`config.mk`:
```
export PLATFORM = sky130hd
export DESIGN_NAME = id_stage_q
export DESIGN_NICKNAME = d
export VERILOG_FILES = /design/src/rtl/riscvibe_pkg.sv /design/src/rtl/control_unit.sv /design/src/rtl/id_stage_q_instr_queue.sv /design/src/rtl/immediate_gen.sv /design/src/rtl/register_file.sv /design/src/rtl/id_stage_q.sv
export SDC_FILE = /design/constraint.sdc
export NUM_CORES = 2
export LEC_CHECK = 0
export BUFFER_PORTS_ARGS = -buffer_cell sky130_fd_sc_hd__buf_2
export CAP_MARGIN = 5
export CORE_MARGIN = 2
export CORE_UTILIZATION = 60
export CTS_BUF_LIST = sky130_fd_sc_hd__clkbuf_8
export DETAILED_ROUTE_END_ITERATION = 6
export GPL_ROUTABILITY_DRIVEN = 0
export GPL_TIMING_DRIVEN = 0
export PLACE_DENSITY = 0.78
export SLEW_MARGIN = 20
export SYNTH_ARGS = -nofsm -noshare
export SYNTH_HDL_FRONTEND = slang
export SYNTH_HIERARCHICAL = 1
export SYNTH_SLANG_ARGS = --single-unit
```
`constraint.sdc`:
```
create_clock -name clk -period 10.7 [get_ports clk]
set_clock_uncertainty 0.15 [all_clocks]
set_input_delay 1.07 -clock clk [delete_from_list [all_inputs] [get_ports clk]]
set_output_delay 1.07 -clock clk [all_outputs]
set_load 0.02 [all_outputs]
```
`src/rtl/riscvibe_pkg.sv`:
```
// Shared RV32 pipeline types for the decode stage.
// Holds the IF/ID and ID/EX bundle layouts, the decoded-control enums,
// the base opcode constants, the bubble bundle NOP_ID_EX and the
// base-opcode legality helper is_rv32i_opcode().
package riscvibe_pkg;

  localparam logic [6:0] OPC_LUI      = 7'b0110111;
  localparam logic [6:0] OPC_AUIPC    = 7'b0010111;
  localparam logic [6:0] OPC_JAL      = 7'b1101111;
  localparam logic [6:0] OPC_JALR     = 7'b1100111;
  localparam logic [6:0] OPC_BRANCH   = 7'b1100011;
  localparam logic [6:0] OPC_LOAD     = 7'b0000011;
  localparam logic [6:0] OPC_STORE    = 7'b0100011;
  localparam logic [6:0] OPC_OP_IMM   = 7'b0010011;
  localparam logic [6:0] OPC_OP       = 7'b0110011;
  localparam logic [6:0] OPC_MISC_MEM = 7'b0001111;
  localparam logic [6:0] OPC_SYSTEM   = 7'b1110011;

  typedef enum logic [3:0] {
    ALU_ADD, ALU_SUB, ALU_SLL, ALU_SLT, ALU_SLTU, ALU_XOR,
    ALU_SRL, ALU_SRA, ALU_OR, ALU_AND, ALU_PASS_B
  } alu_op_t;

  typedef enum logic [3:0] {
    BRANCH_NONE, BRANCH_BEQ, BRANCH_BNE, BRANCH_BLT, BRANCH_BGE,
    BRANCH_BLTU, BRANCH_BGEU, BRANCH_JAL, BRANCH_JALR
  } branch_type_t;

  typedef enum logic [1:0] {
    WB_SRC_ALU, WB_SRC_MEM, WB_SRC_PC4
  } reg_wr_src_t;

  typedef struct packed {
    logic [31:0] pc;
    logic [31:0] pc_plus_4;
    logic [31:0] instruction;
    logic        valid;
  } if_id_reg_t;

  typedef struct packed {
    logic [31:0]  pc;
    logic [31:0]  pc_plus_4;
    logic [31:0]  rs1_data;
    logic [31:0]  rs2_data;
    logic [31:0]  immediate;
    logic [4:0]   rs1_addr;
    logic [4:0]   rs2_addr;
    logic [4:0]   rd_addr;
    logic [2:0]   funct3;
    alu_op_t      alu_op;
    logic         alu_src_a_pc;
    logic         alu_src_b_imm;
    branch_type_t branch_type;
    reg_wr_src_t  reg_wr_src;
    logic         reg_write;
    logic         mem_read;
    logic         mem_write;
    logic         valid;
  } id_ex_reg_t;

  // All-zero bundle: no writes, no memory access, BRANCH_NONE, ALU_ADD.
  localparam id_ex_reg_t NOP_ID_EX = '0;

  function automatic logic is_rv32i_opcode(input logic [6:0] opc);
    case (opc)
      OPC_LUI, OPC_AUIPC, OPC_JAL, OPC_JALR, OPC_BRANCH, OPC_LOAD,
      OPC_STORE, OPC_OP_IMM, OPC_OP, OPC_MISC_MEM, OPC_SYSTEM: return 1'b1;
      default: return 1'b0;
    endcase
  endfunction

endpackage

```
`src/rtl/control_unit.sv`:
```
// control_unit: RV32I main decoder.
// Inputs: opcode, funct3, funct7 bit 5 (instruction[30]).
// Outputs: ALU op/operand selects, branch type, write-back source,
// reg/mem enables, which register fields the format uses, and whether
// the opcode is an RV32I base opcode.
module control_unit
  import riscvibe_pkg::*;
(
  input  logic [6:0]   opcode,
  input  logic [2:0]   funct3,
  input  logic         funct7_5,
  output alu_op_t      alu_op,
  output logic         alu_src_a_pc,
  output logic         alu_src_b_imm,
  output branch_type_t branch_type,
  output reg_wr_src_t  reg_wr_src,
  output logic         reg_write,
  output logic         mem_read,
  output logic         mem_write,
  output logic         uses_rd,
  output logic         uses_rs1,
  output logic         uses_rs2,
  output logic         opcode_legal
);

  function automatic alu_op_t alu_from_f3(input logic [2:0] f3, input logic alt);
    case (f3)
      3'b000:  return alt ? ALU_SUB : ALU_ADD;
      3'b001:  return ALU_SLL;
      3'b010:  return ALU_SLT;
      3'b011:  return ALU_SLTU;
      3'b100:  return ALU_XOR;
      3'b101:  return alt ? ALU_SRA : ALU_SRL;
      3'b110:  return ALU_OR;
      default: return ALU_AND;
    endcase
  endfunction

  always_comb begin
    alu_op        = ALU_ADD;
    alu_src_a_pc  = 1'b0;
    alu_src_b_imm = 1'b0;
    branch_type   = BRANCH_NONE;
    reg_wr_src    = WB_SRC_ALU;
    reg_write     = 1'b0;
    mem_read      = 1'b0;
    mem_write     = 1'b0;
    uses_rd       = 1'b0;
    uses_rs1      = 1'b0;
    uses_rs2      = 1'b0;
    opcode_legal  = is_rv32i_opcode(opcode);
    case (opcode)
      OPC_LUI: begin
        alu_op = ALU_PASS_B; alu_src_b_imm = 1'b1; reg_write = 1'b1; uses_rd = 1'b1;
      end
      OPC_AUIPC: begin
        alu_src_a_pc = 1'b1; alu_src_b_imm = 1'b1; reg_write = 1'b1; uses_rd = 1'b1;
      end
      OPC_JAL: begin
        branch_type = BRANCH_JAL; reg_wr_src = WB_SRC_PC4; reg_write = 1'b1; uses_rd = 1'b1;
      end
      OPC_JALR: begin
        branch_type = BRANCH_JALR; reg_wr_src = WB_SRC_PC4; reg_write = 1'b1;
        alu_src_b_imm = 1'b1; uses_rd = 1'b1; uses_rs1 = 1'b1;
      end
      OPC_BRANCH: begin
        alu_op = ALU_SUB; uses_rs1 = 1'b1; uses_rs2 = 1'b1;
        case (funct3)
          3'b000:  branch_type = BRANCH_BEQ;
          3'b001:  branch_type = BRANCH_BNE;
          3'b100:  branch_type = BRANCH_BLT;
          3'b101:  branch_type = BRANCH_BGE;
          3'b110:  branch_type = BRANCH_BLTU;
          3'b111:  branch_type = BRANCH_BGEU;
          default: branch_type = BRANCH_NONE;
        endcase
      end
      OPC_LOAD: begin
        mem_read = 1'b1; reg_wr_src = WB_SRC_MEM; reg_write = 1'b1;
        alu_src_b_imm = 1'b1; uses_rd = 1'b1; uses_rs1 = 1'b1;
      end
      OPC_STORE: begin
        mem_write = 1'b1; alu_src_b_imm = 1'b1; uses_rs1 = 1'b1; uses_rs2 = 1'b1;
      end
      OPC_OP_IMM: begin
        // Only SRAI uses bit 30 as an opcode extension; elsewhere it is immediate.
        alu_op = alu_from_f3(funct3, (funct3 == 3'b101) && funct7_5);
        alu_src_b_imm = 1'b1; reg_write = 1'b1; uses_rd = 1'b1; uses_rs1 = 1'b1;
      end
      OPC_OP: begin
        alu_op = alu_from_f3(funct3, funct7_5);
        reg_write = 1'b1; uses_rd = 1'b1; uses_rs1 = 1'b1; uses_rs2 = 1'b1;
      end
      OPC_MISC_MEM, OPC_SYSTEM: begin
        // I-type layout: rd and rs1 fields are architecturally present.
        uses_rd = 1'b1; uses_rs1 = 1'b1;
      end
      default: ;
    endcase
  end

endmodule

```
`src/rtl/id_stage_q_instr_queue.sv`:
```
// instr_queue: DEPTH-entry circular FIFO of IF/ID entries.
// Ports: clk, rst_n (async active-low), flush (clears pointers and count
// next cycle, drops same-cycle push/pop), push/wr_data, pop/rd_data (head),
// full, empty, count (occupancy).
// The caller only asserts push when !full and pop when !empty.
module instr_queue
  import riscvibe_pkg::*;
#(
  parameter int DEPTH = 2
) (
  input  logic                         clk,
  input  logic                         rst_n,
  input  logic                         flush,
  input  logic                         push,
  input  logic                         pop,
  input  if_id_reg_t                   wr_data,
  output if_id_reg_t                   rd_data,
  output logic                         full,
  output logic                         empty,
  output logic [$clog2(DEPTH+1)-1:0]   count
);

  localparam int PW = $clog2(DEPTH);
  localparam int CW = $clog2(DEPTH+1);

  if_id_reg_t      mem [DEPTH];
  logic [PW-1:0]   wr_ptr;
  logic [PW-1:0]   rd_ptr;

  // Entry storage is data only and is not reset.
  always_ff @(posedge clk) begin
    if (push && !flush) mem[wr_ptr] <= wr_data;
  end

  // DEPTH is a power of two, so pointer wrap is the natural overflow.
  always_ff @(posedge clk or negedge rst_n) begin
    if (!rst_n) begin
      wr_ptr <= '0;
      rd_ptr <= '0;
      count  <= '0;
    end else if (flush) begin
      wr_ptr <= '0;
      rd_ptr <= '0;
      count  <= '0;
    end else begin
      if (push) wr_ptr <= wr_ptr + PW'(1);
      if (pop)  rd_ptr <= rd_ptr + PW'(1);
      case ({push, pop})
        2'b10:   count <= count + CW'(1);
        2'b01:   count <= count - CW'(1);
        default: count <= count;
      endcase
    end
  end

  assign rd_data = mem[rd_ptr];
  assign full    = (count == CW'(DEPTH));
  assign empty   = (count == '0);

endmodule

```
`src/rtl/immediate_gen.sv`:
```
// immediate_gen: sign-extended immediate for every RV32I format.
// Input: full instruction word. Output: 32-bit immediate (0 for R-type).
module immediate_gen
  import riscvibe_pkg::*;
(
  input  logic [31:0] instruction,
  output logic [31:0] immediate
);

  logic [31:0] i;
  assign i = instruction;

  always_comb begin
    immediate = '0;
    case (i[6:0])
      OPC_OP_IMM, OPC_LOAD, OPC_JALR, OPC_MISC_MEM, OPC_SYSTEM:
        immediate = {{20{i[31]}}, i[31:20]};
      OPC_STORE:
        immediate = {{20{i[31]}}, i[31:25], i[11:7]};
      OPC_BRANCH:
        immediate = {{19{i[31]}}, i[31], i[7], i[30:25], i[11:8], 1'b0};
      OPC_LUI, OPC_AUIPC:
        immediate = {i[31:12], 12'b0};
      OPC_JAL:
        immediate = {{11{i[31]}}, i[31], i[19:12], i[20], i[30:21], 1'b0};
      default:
        immediate = '0;
    endcase
  end

endmodule

```
`src/rtl/register_file.sv`:
```
// register_file: NUM_REGS x 32 architectural registers, two async reads,
// one sync write. Cleared on reset. Writes to x0 or to addresses beyond
// NUM_REGS are dropped; reads beyond NUM_REGS return 0.
// Ports: clk, rst_n, rs1_addr/rs1_data, rs2_addr/rs2_data,
// rd_addr/rd_data/reg_write.
module register_file #(
  parameter int NUM_REGS = 32
) (
  input  logic        clk,
  input  logic        rst_n,
  input  logic [4:0]  rs1_addr,
  input  logic [4:0]  rs2_addr,
  output logic [31:0] rs1_data,
  output logic [31:0] rs2_data,
  input  logic [4:0]  rd_addr,
  input  logic [31:0] rd_data,
  input  logic        reg_write
);

  localparam int         AW = $clog2(NUM_REGS);
  localparam logic [5:0] NR = 6'(NUM_REGS);

  logic [31:0] regs [NUM_REGS];

  function automatic logic in_range(input logic [4:0] a);
    return ({1'b0, a} < NR);
  endfunction

  always_ff @(posedge clk or negedge rst_n) begin
    if (!rst_n) begin
      for (int k = 0; k < NUM_REGS; k++) regs[k] <= '0;
    end else if (reg_write && (rd_addr != 5'd0) && in_range(rd_addr)) begin
      regs[rd_addr[AW-1:0]] <= rd_data;
    end
  end

  assign rs1_data = in_range(rs1_addr) ? regs[rs1_addr[AW-1:0]] : '0;
  assign rs2_data = in_range(rs2_addr) ? regs[rs2_addr[AW-1:0]] : '0;

endmodule

```
`src/rtl/id_stage_q.sv`:
```
// id_stage_q: decoupled RV32 instruction-decode stage.
// IF entries are buffered in a DEPTH-entry queue; the queue head is decoded
// combinationally, its operands are read from the register file with WB
// bypass, and the result is offered to EX under id_ex_valid/ex_ready.
// Ports: clk, rst_n (async active-low), flush, stall,
//   if_valid/if_ready/if_id_in   fetch side (if_ready = !full),
//   wb_rd_addr/wb_rd_data/wb_reg_write   write-back port,
//   ex_ready/id_ex_valid/id_ex_out       execute side,
//   illegal_instr (head is illegal), q_count (occupancy).
module id_stage_q
  import riscvibe_pkg::*;
#(
  parameter int XLEN     = 32,
  parameter int DEPTH    = 2,
  parameter int NUM_REGS = 32
) (
  input  logic                        clk,
  input  logic                        rst_n,
  input  logic                        flush,
  input  logic                        stall,
  input  logic                        if_valid,
  output logic                        if_ready,
  input  if_id_reg_t                  if_id_in,
  input  logic [4:0]                  wb_rd_addr,
  input  logic [XLEN-1:0]             wb_rd_data,
  input  logic                        wb_reg_write,
  input  logic                        ex_ready,
  output logic                        id_ex_valid,
  output id_ex_reg_t                  id_ex_out,
  output logic                        illegal_instr,
  output logic [$clog2(DEPTH+1)-1:0]  q_count
);

  if (XLEN != 32) begin : g_bad_xlen
    $error("id_stage_q: XLEN must be 32");
  end
  if (DEPTH < 2 || (DEPTH & (DEPTH - 1)) != 0) begin : g_bad_depth
    $error("id_stage_q: DEPTH must be a power of two >= 2");
  end
  if (NUM_REGS != 32 && NUM_REGS != 16) begin : g_bad_nregs
    $error("id_stage_q: NUM_REGS must be 32 or 16");
  end

  logic         full, empty, push, pop;
  if_id_reg_t   head;
  logic [31:0]  instr;
  logic [4:0]   rs1_addr, rs2_addr, rd_addr;
  logic [31:0]  rf_rs1, rf_rs2, rs1_val, rs2_val, imm;
  logic         illegal_core, rv32e_bad;

  alu_op_t      alu_op;
  branch_type_t branch_type;
  reg_wr_src_t  reg_wr_src;
  logic         alu_src_a_pc, alu_src_b_imm, reg_write, mem_read, mem_write;
  logic         uses_rd, uses_rs1, uses_rs2, opcode_legal;

  assign if_ready = !full;
  assign push     = if_valid && !full && if_id_in.valid && !flush;
  // A non-empty, non-stalled, non-flushed head is either issuable or illegal,
  // and both leave the queue on ex_ready.
  assign pop      = ex_ready && !empty && !stall && !flush;

  instr_queue #(.DEPTH(DEPTH)) u_queue (
    .clk     (clk),
    .rst_n   (rst_n),
    .flush   (flush),
    .push    (push),
    .pop     (pop),
    .wr_data (if_id_in),
    .rd_data (head),
    .full    (full),
    .empty   (empty),
    .count   (q_count)
  );

  assign instr    = head.instruction;
  assign rs1_addr = instr[19:15];
  assign rs2_addr = instr[24:20];
  assign rd_addr  = instr[11:7];

  control_unit u_ctrl (
    .opcode        (instr[6:0]),
    .funct3        (instr[14:12]),
    .funct7_5      (instr[30]),
    .alu_op        (alu_op),
    .alu_src_a_pc  (alu_src_a_pc),
    .alu_src_b_imm (alu_src_b_imm),
    .branch_type   (branch_type),
    .reg_wr_src    (reg_wr_src),
    .reg_write     (reg_write),
    .mem_read      (mem_read),
    .mem_write     (mem_write),
    .uses_rd       (uses_rd),
    .uses_rs1      (uses_rs1),
    .uses_rs2      (uses_rs2),
    .opcode_legal  (opcode_legal)
  );

  immediate_gen u_imm (
    .instruction (instr),
    .immediate   (imm)
  );

  register_file #(.NUM_REGS(NUM_REGS)) u_rf (
    .clk       (clk),
    .rst_n     (rst_n),
    .rs1_addr  (rs1_addr),
    .rs2_addr  (rs2_addr),
    .rs1_data  (rf_rs1),
    .rs2_data  (rf_rs2),
    .rd_addr   (wb_rd_addr),
    .rd_data   (wb_rd_data),
    .reg_write (wb_reg_write)
  );

  // Same-cycle WB forwarding so a head waiting on a producer sees its result.
  function automatic logic [31:0] read_bypass(input logic [4:0] a, input logic [31:0] rf_val,
                                              input logic we, input logic [4:0] wa,
                                              input logic [31:0] wd);
    if (a == 5'd0)            return '0;
    if (we && (wa == a))      return wd;
    return rf_val;
  endfunction

  assign rs1_val = read_bypass(rs1_addr, rf_rs1, wb_reg_write, wb_rd_addr, wb_rd_data);
  assign rs2_val = read_bypass(rs2_addr, rf_rs2, wb_reg_write, wb_rd_addr, wb_rd_data);

  // RV32E only has x0..x15: bit 4 of any field the format actually uses is illegal.
  assign rv32e_bad = (NUM_REGS == 16) &&
                     ((uses_rd && rd_addr[4]) || (uses_rs1 && rs1_addr[4]) ||
                      (uses_rs2 && rs2_addr[4]));

  assign illegal_core  = (instr[1:0] != 2'b11) || !opcode_legal || rv32e_bad;
  assign illegal_instr = !empty && !flush && illegal_core;
  assign id_ex_valid   = !empty && !stall && !flush && !illegal_core;

  always_comb begin
    id_ex_out = NOP_ID_EX;
    if (id_ex_valid) begin
      id_ex_out.pc            = head.pc;
      id_ex_out.pc_plus_4     = head.pc_plus_4;
      id_ex_out.rs1_data      = rs1_val;
      id_ex_out.rs2_data      = rs2_val;
      id_ex_out.immediate     = imm;
      id_ex_out.rs1_addr      = rs1_addr;
      id_ex_out.rs2_addr      = rs2_addr;
      id_ex_out.rd_addr       = rd_addr;
      id_ex_out.funct3        = instr[14:12];
      id_ex_out.alu_op        = alu_op;
      id_ex_out.alu_src_a_pc  = alu_src_a_pc;
      id_ex_out.alu_src_b_imm = alu_src_b_imm;
      id_ex_out.branch_type   = branch_type;
      id_ex_out.reg_wr_src    = reg_wr_src;
      id_ex_out.reg_write     = reg_write;
      id_ex_out.mem_read      = mem_read;
      id_ex_out.mem_write     = mem_write;
      id_ex_out.valid         = head.valid;
    end
  end

endmodule

```
# Word-level counts from Yosys, hierarchy flattened
# Memory sizes are Yosys's and may differ from the RTL's.
# Cells that the tools add are included.
[totals]
output_inout_bits = 199
wordCells = 158
reg_bits = 1028
mem_bits_rw = 194
inputBits = 141
mem_count = 1
[op_classes]
n_reduce_logical = 38
n_lt_le_gt_ge = 4
n_bitwise = 3
n_eq_ne = 24
addsub = 4
mux = 49
[mem_list]
columns = ["memory", "depth", "word_bits", "read_ports", "rd_clocked_by_memory_dff", "write_ports", "line", "source"]
rows = [
  ["u_queue.mem", 2, 97, 1, 0, 1, "id_stage_q_instr_queue.sv:26", "if_id_reg_t mem [DEPTH];"],
]
[ops]
columns = ["op", "n"]
rows = [
  ["1024-bit bitwise mux", 1],
  ["32-bit 2-to-1 mux", 13],
  ["32-bit binary-select mux with 5-bit select", 2],
  ["194-bit 2-to-1 mux", 1],
  ["32-bit demux with 5-bit select", 1],
  ["32-bit case mux with 5 select lines", 1],
  ["4-bit case mux with 7 select lines", 2],
  ["7-bit == test, second input constant", 4],
  ["1-bit 2-to-1 mux", 22],
  ["7-bit by 6-bit == test with 1-bit output, second input constant", 3],
  ["6-bit greater-or-equal comparator, second input constant", 3],
  ["5-bit NOT with 6-bit output", 3],
  ["3-bit case mux with 6 select lines", 1],
  ["1-bit logical AND", 17],
  ["4-bit case mux with 4 select lines", 1],
  ["7-bit by 5-bit == test with 1-bit output, second input constant", 2],
  ["3-bit == test, second input constant", 4],
  ["4-bit case mux with 3 select lines", 1],
  ["11-bit OR reduction", 1],
  ["5-bit == test", 2],
  ["5-bit zero test", 2],
  ["2-bit case mux with 2 select lines", 2],
  ["7-bit by 2-bit == test with 1-bit output, second input constant", 1],
  ["7-bit by 4-bit == test with 1-bit output, second input constant", 1],
  ["21 further kinds", 31],
]

# Longest topological paths before layout
# An unclocked memory read counts as a cell.
[depth]
ltp_word = 9
ltp_mapped = 13
ltp_nobuf = 9

# By module
# Netlist, hierarchy kept.
[by_module_without_submodules]
columns = ["mod", "area_per_inst_um2", "instances", "seq_area_each_um2", "cells_each"]
rows = [
  ["register_file", 55937.4, 1, 25624.6, 4601],
  ["instr_queue", 7279.5, 1, 5925.7, 322],
  ["id_stage_q", 2324.7, 1, 0.0, 400],
  ["immediate_gen", 563.0, 1, 0.0, 82],
  ["control_unit", 437.9, 1, 0.0, 74],
]

# Least setup slack after synthesis
# Ideal clock, no wire load.
[synth_timing]
kind = "input to register"
startpoint = "in if_id_in[0] (netlist bit)"
endpoint = "mem u_queue/mem[0][0] (netlist bit), enable pin"
setup_ps = 695
required_ps = 9855
arrival_time_ps = 8916
path_slack_ps = 940
n_path_buf = 0
path_stages = 2
path_cell_list = "nor4bb_1 nor3b_1"
[synth_via]
elab_chain_cells = 5
[synth_lines]
columns = ["element", "line", "source"]
rows = [
  ["start, declared", "id_stage_q.sv:23", "input if_id_reg_t if_id_in,"],
  ["1-bit logical AND (2 in series)", "id_stage_q.sv:58", "assign push = if_valid && !full && if_id_in.valid && !flush;"],
  ["1-bit logical AND", "id_stage_q_instr_queue.sv:32", "if (push && !flush) mem[wr_ptr] <= wr_data;"],
  ["1-bit 2-to-1 mux", "id_stage_q_instr_queue.sv:32", ""],
  ["1-bit 2-to-1 mux (implied by the code)", "id_stage_q_instr_queue.sv:32", ""],
  ["end, declared", "id_stage_q_instr_queue.sv:26", ""],
]
# Every way passes these cells.

==> metrics <==
die width=336.9 um; 1st-iter DRT viols=6484; layout filler cell count=8325; setup_tns=0 ps; area of the die=113500 um^2; crit-path cells=buf_6 > buf_2 > mux2_2 > nor2_1 > clkbuf_1 > clkbuf_1 > a22oi_1 > nand3_1 > nand3_1 > o21ai_0 > a21oi_1 > buf_2; total nets after synthesis=5610; area of the placeable core=110200 um^2; GRT Residual Overflow=0; non-filler instance count after layout=7694; # DRC=3; Util after Layout=67.64%; kind of critical path=reg2out; area added between synthesis and finish=12.13%; Final Critical Period=6799 ps; via count of the first global-routing pass=50810; unrepaired setup endpoints after global routing=no; worst r2r src=u_queue/count[1]$_DFFE_PN0P_; end point of the critical path=id_ex_out[127]; fraction of layout instances using a drive strength above 1=32.42%; number of iterations in the first detailed-routing pass=7; overall fraction of global-route tracks in use=40.37%; most used cells in the layout excluding fill and tap cells=mux2_2, dfrtp_1, mux2i_1, buf_2, a21oi_1; number of synthesis warnings=6; clock buffers created by TritonCTS=202; half-perimeter wire length of the detailed placement result=172.8 mm; worst min path class=in2reg; category of cells accounting for the largest share of critical-path delay=buffers and inverters; Critical Path AT=5580 ps; failing checks=design-rule violations; fraction of the cycle the final worst path needs=63.55%; largest vdd supply drop=0.0001139 V; Via-to-Cell Ratio=6.714; post-cts sizing count=0; startpoint class of the critical path=flip-flop; pin slew with the least headroom to its limit=1343 ps; total power=12.30 mW; area of the mapped netlist=66480 um^2; average cell area after synthesis=12.16 um^2; IO Pins=340; postcts setup bufs=0; worst reg2reg path depth=7; Reg clk slew, reported paths=60 ps; placed insts=7318; CTS Root Buffer Type=clkbuf_8; worst-case headroom to the max-slew limit=10.46%; number of stages on the worst setup path=12; clock tree from TritonCTS=built; mean routed wirelength per cell=30.19 um; timing startpoint of the critical path=u_queue/rd_ptr$_DFFE_PN0P_; number of buffers between clock root and the deepest sink=3; wire length of the first global-routing pass=330.2 mm; maximum number of pins on one net before global-route repair=136; Final ANT Viol Nets=0; achievable clock frequency=0.1471 GHz; die extent in y=336.9 um; clock sink total=1222; number of cell rows=122; quantity of I/O buffers inserted on ports=339; wirelength, routed=232.3 mm; P_leak=34.85 nW; CTS H-tree depth=4; clock latency reported for the late side of the worst-skew pair=880 ps; Hold Violations, Final=0; number of instances in the synthesized netlist=5469; pwr/cell area=165.0 nW/um^2; FF-to-FF End=u_queue/mem[0][37]$_DFFE_PP_; required arrival time at the worst endpoint=9480 ps; Max-Cap Viols=0; Final Slew Violations=0; Worst path max stage delay=910 ps; antenna violations before repair=29; peak fanout along the critical path=10; flop2flop setup slack=7230 ps; via total after detailed routing=51650; element type at the critical path end=primary output; number of buffers and inverters on the critical path=5; final setup violating endpoints=0; most common library cell in the layout ignoring fill and taps=mux2_2; effective utilization at floorplan=60.32%; slowest CP cell=clkbuf_1; Total Nets Final=6176; outcome=finished, violations left
## worst reg2reg max path: stages, from the launching register on
cell and delay, ps:
dfrtp_1 430, nor2b_1 180, nor4bb_2 700, nor3b_2 850, buf_4 330, buf_6 160, buf_4 200, buf_4 190
## flip-flops by register name, summed over array words and instances, names as in the netlist
register and count:
u_rf/regs 1024, u_queue/mem 194, u_queue/count 2, u_queue/rd_ptr 1
u_queue/wr_ptr 1
## per-layer routing
layer | up-vias | track usage (%) | wire [um]
li1 | 21330 | - | -
met1 | 26030 | 50.47 | 86100
met2 | 3430 | 56.43 | 95250
met3 | 833 | 17.29 | 32250
met4 | 28 | 27.64 | 18510
met5 | - | 0 | 190
## layout make-up
class	count	area [um^2]	area share (%)
diodes	16	40.04	0.05371
clock buffers	242	3331	4.468
multi-input cells	3694	31940	42.85
plain buffers	548	2994	4.017
inverters	5	18.77	0.02518
well taps	1488	1862	2.498
flip-flops and latches	1222	31550	42.32
repair buffers	362	2095	2.810
clock inverters	117	713.2	0.9567
## repair_timing
action | 4_1_cts | 5_1_grt
hold buffers | 1 | 0
setup endpoints to repair | 0 | 0
endpoints found under the hold margin | 82 | 0
## stage by stage
step / hold slack (ps) / cell area [um^2] / setup WS (ps)
floorplan: 298.8 / 66480 / 939.6
global placement: 310.7 / 70040 / -13730
detailed placement: 322.2 / 70440 / 5197
CTS: 145.7 / 74500 / 4223
global route: 171.9 / 74520 / 3907
finish: 212.2 / 74540 / 3901
## power breakdown
| group | switching [mW] | leakage (nW) | internal, mW |
|---|---|---|---|
| Combinational | 1.04 | 17.6 | 1.06 |
| Sequential | 0.586 | 14.9 | 5.48 |
| Clock | 1.94 | 2.33 | 2.21 |
| Total | 3.56 | 34.8 | 8.74 |
## how the worst min path moves through the flow
stage	depth (start not counted)	startpoint	end
after floorplan	1	u_rf/regs[1000]$_DFFE_PN0P_	u_rf/regs[1000]$_DFFE_PN0P_
after global placement	1	u_rf/regs[1000]$_DFFE_PN0P_	u_rf/regs[1000]$_DFFE_PN0P_
after detailed placement	1	u_rf/regs[1002]$_DFFE_PN0P_	u_rf/regs[1002]$_DFFE_PN0P_
after CTS	1	if_id_in[24]	u_queue/mem[1][24]$_DFFE_PP_
after global routing	1	if_id_in[13]	u_queue/mem[0][13]$_DFFE_PP_
final	1	if_id_in[7]	u_queue/mem[1][7]$_DFFE_PP_
(Power assumes the default switching activity.)
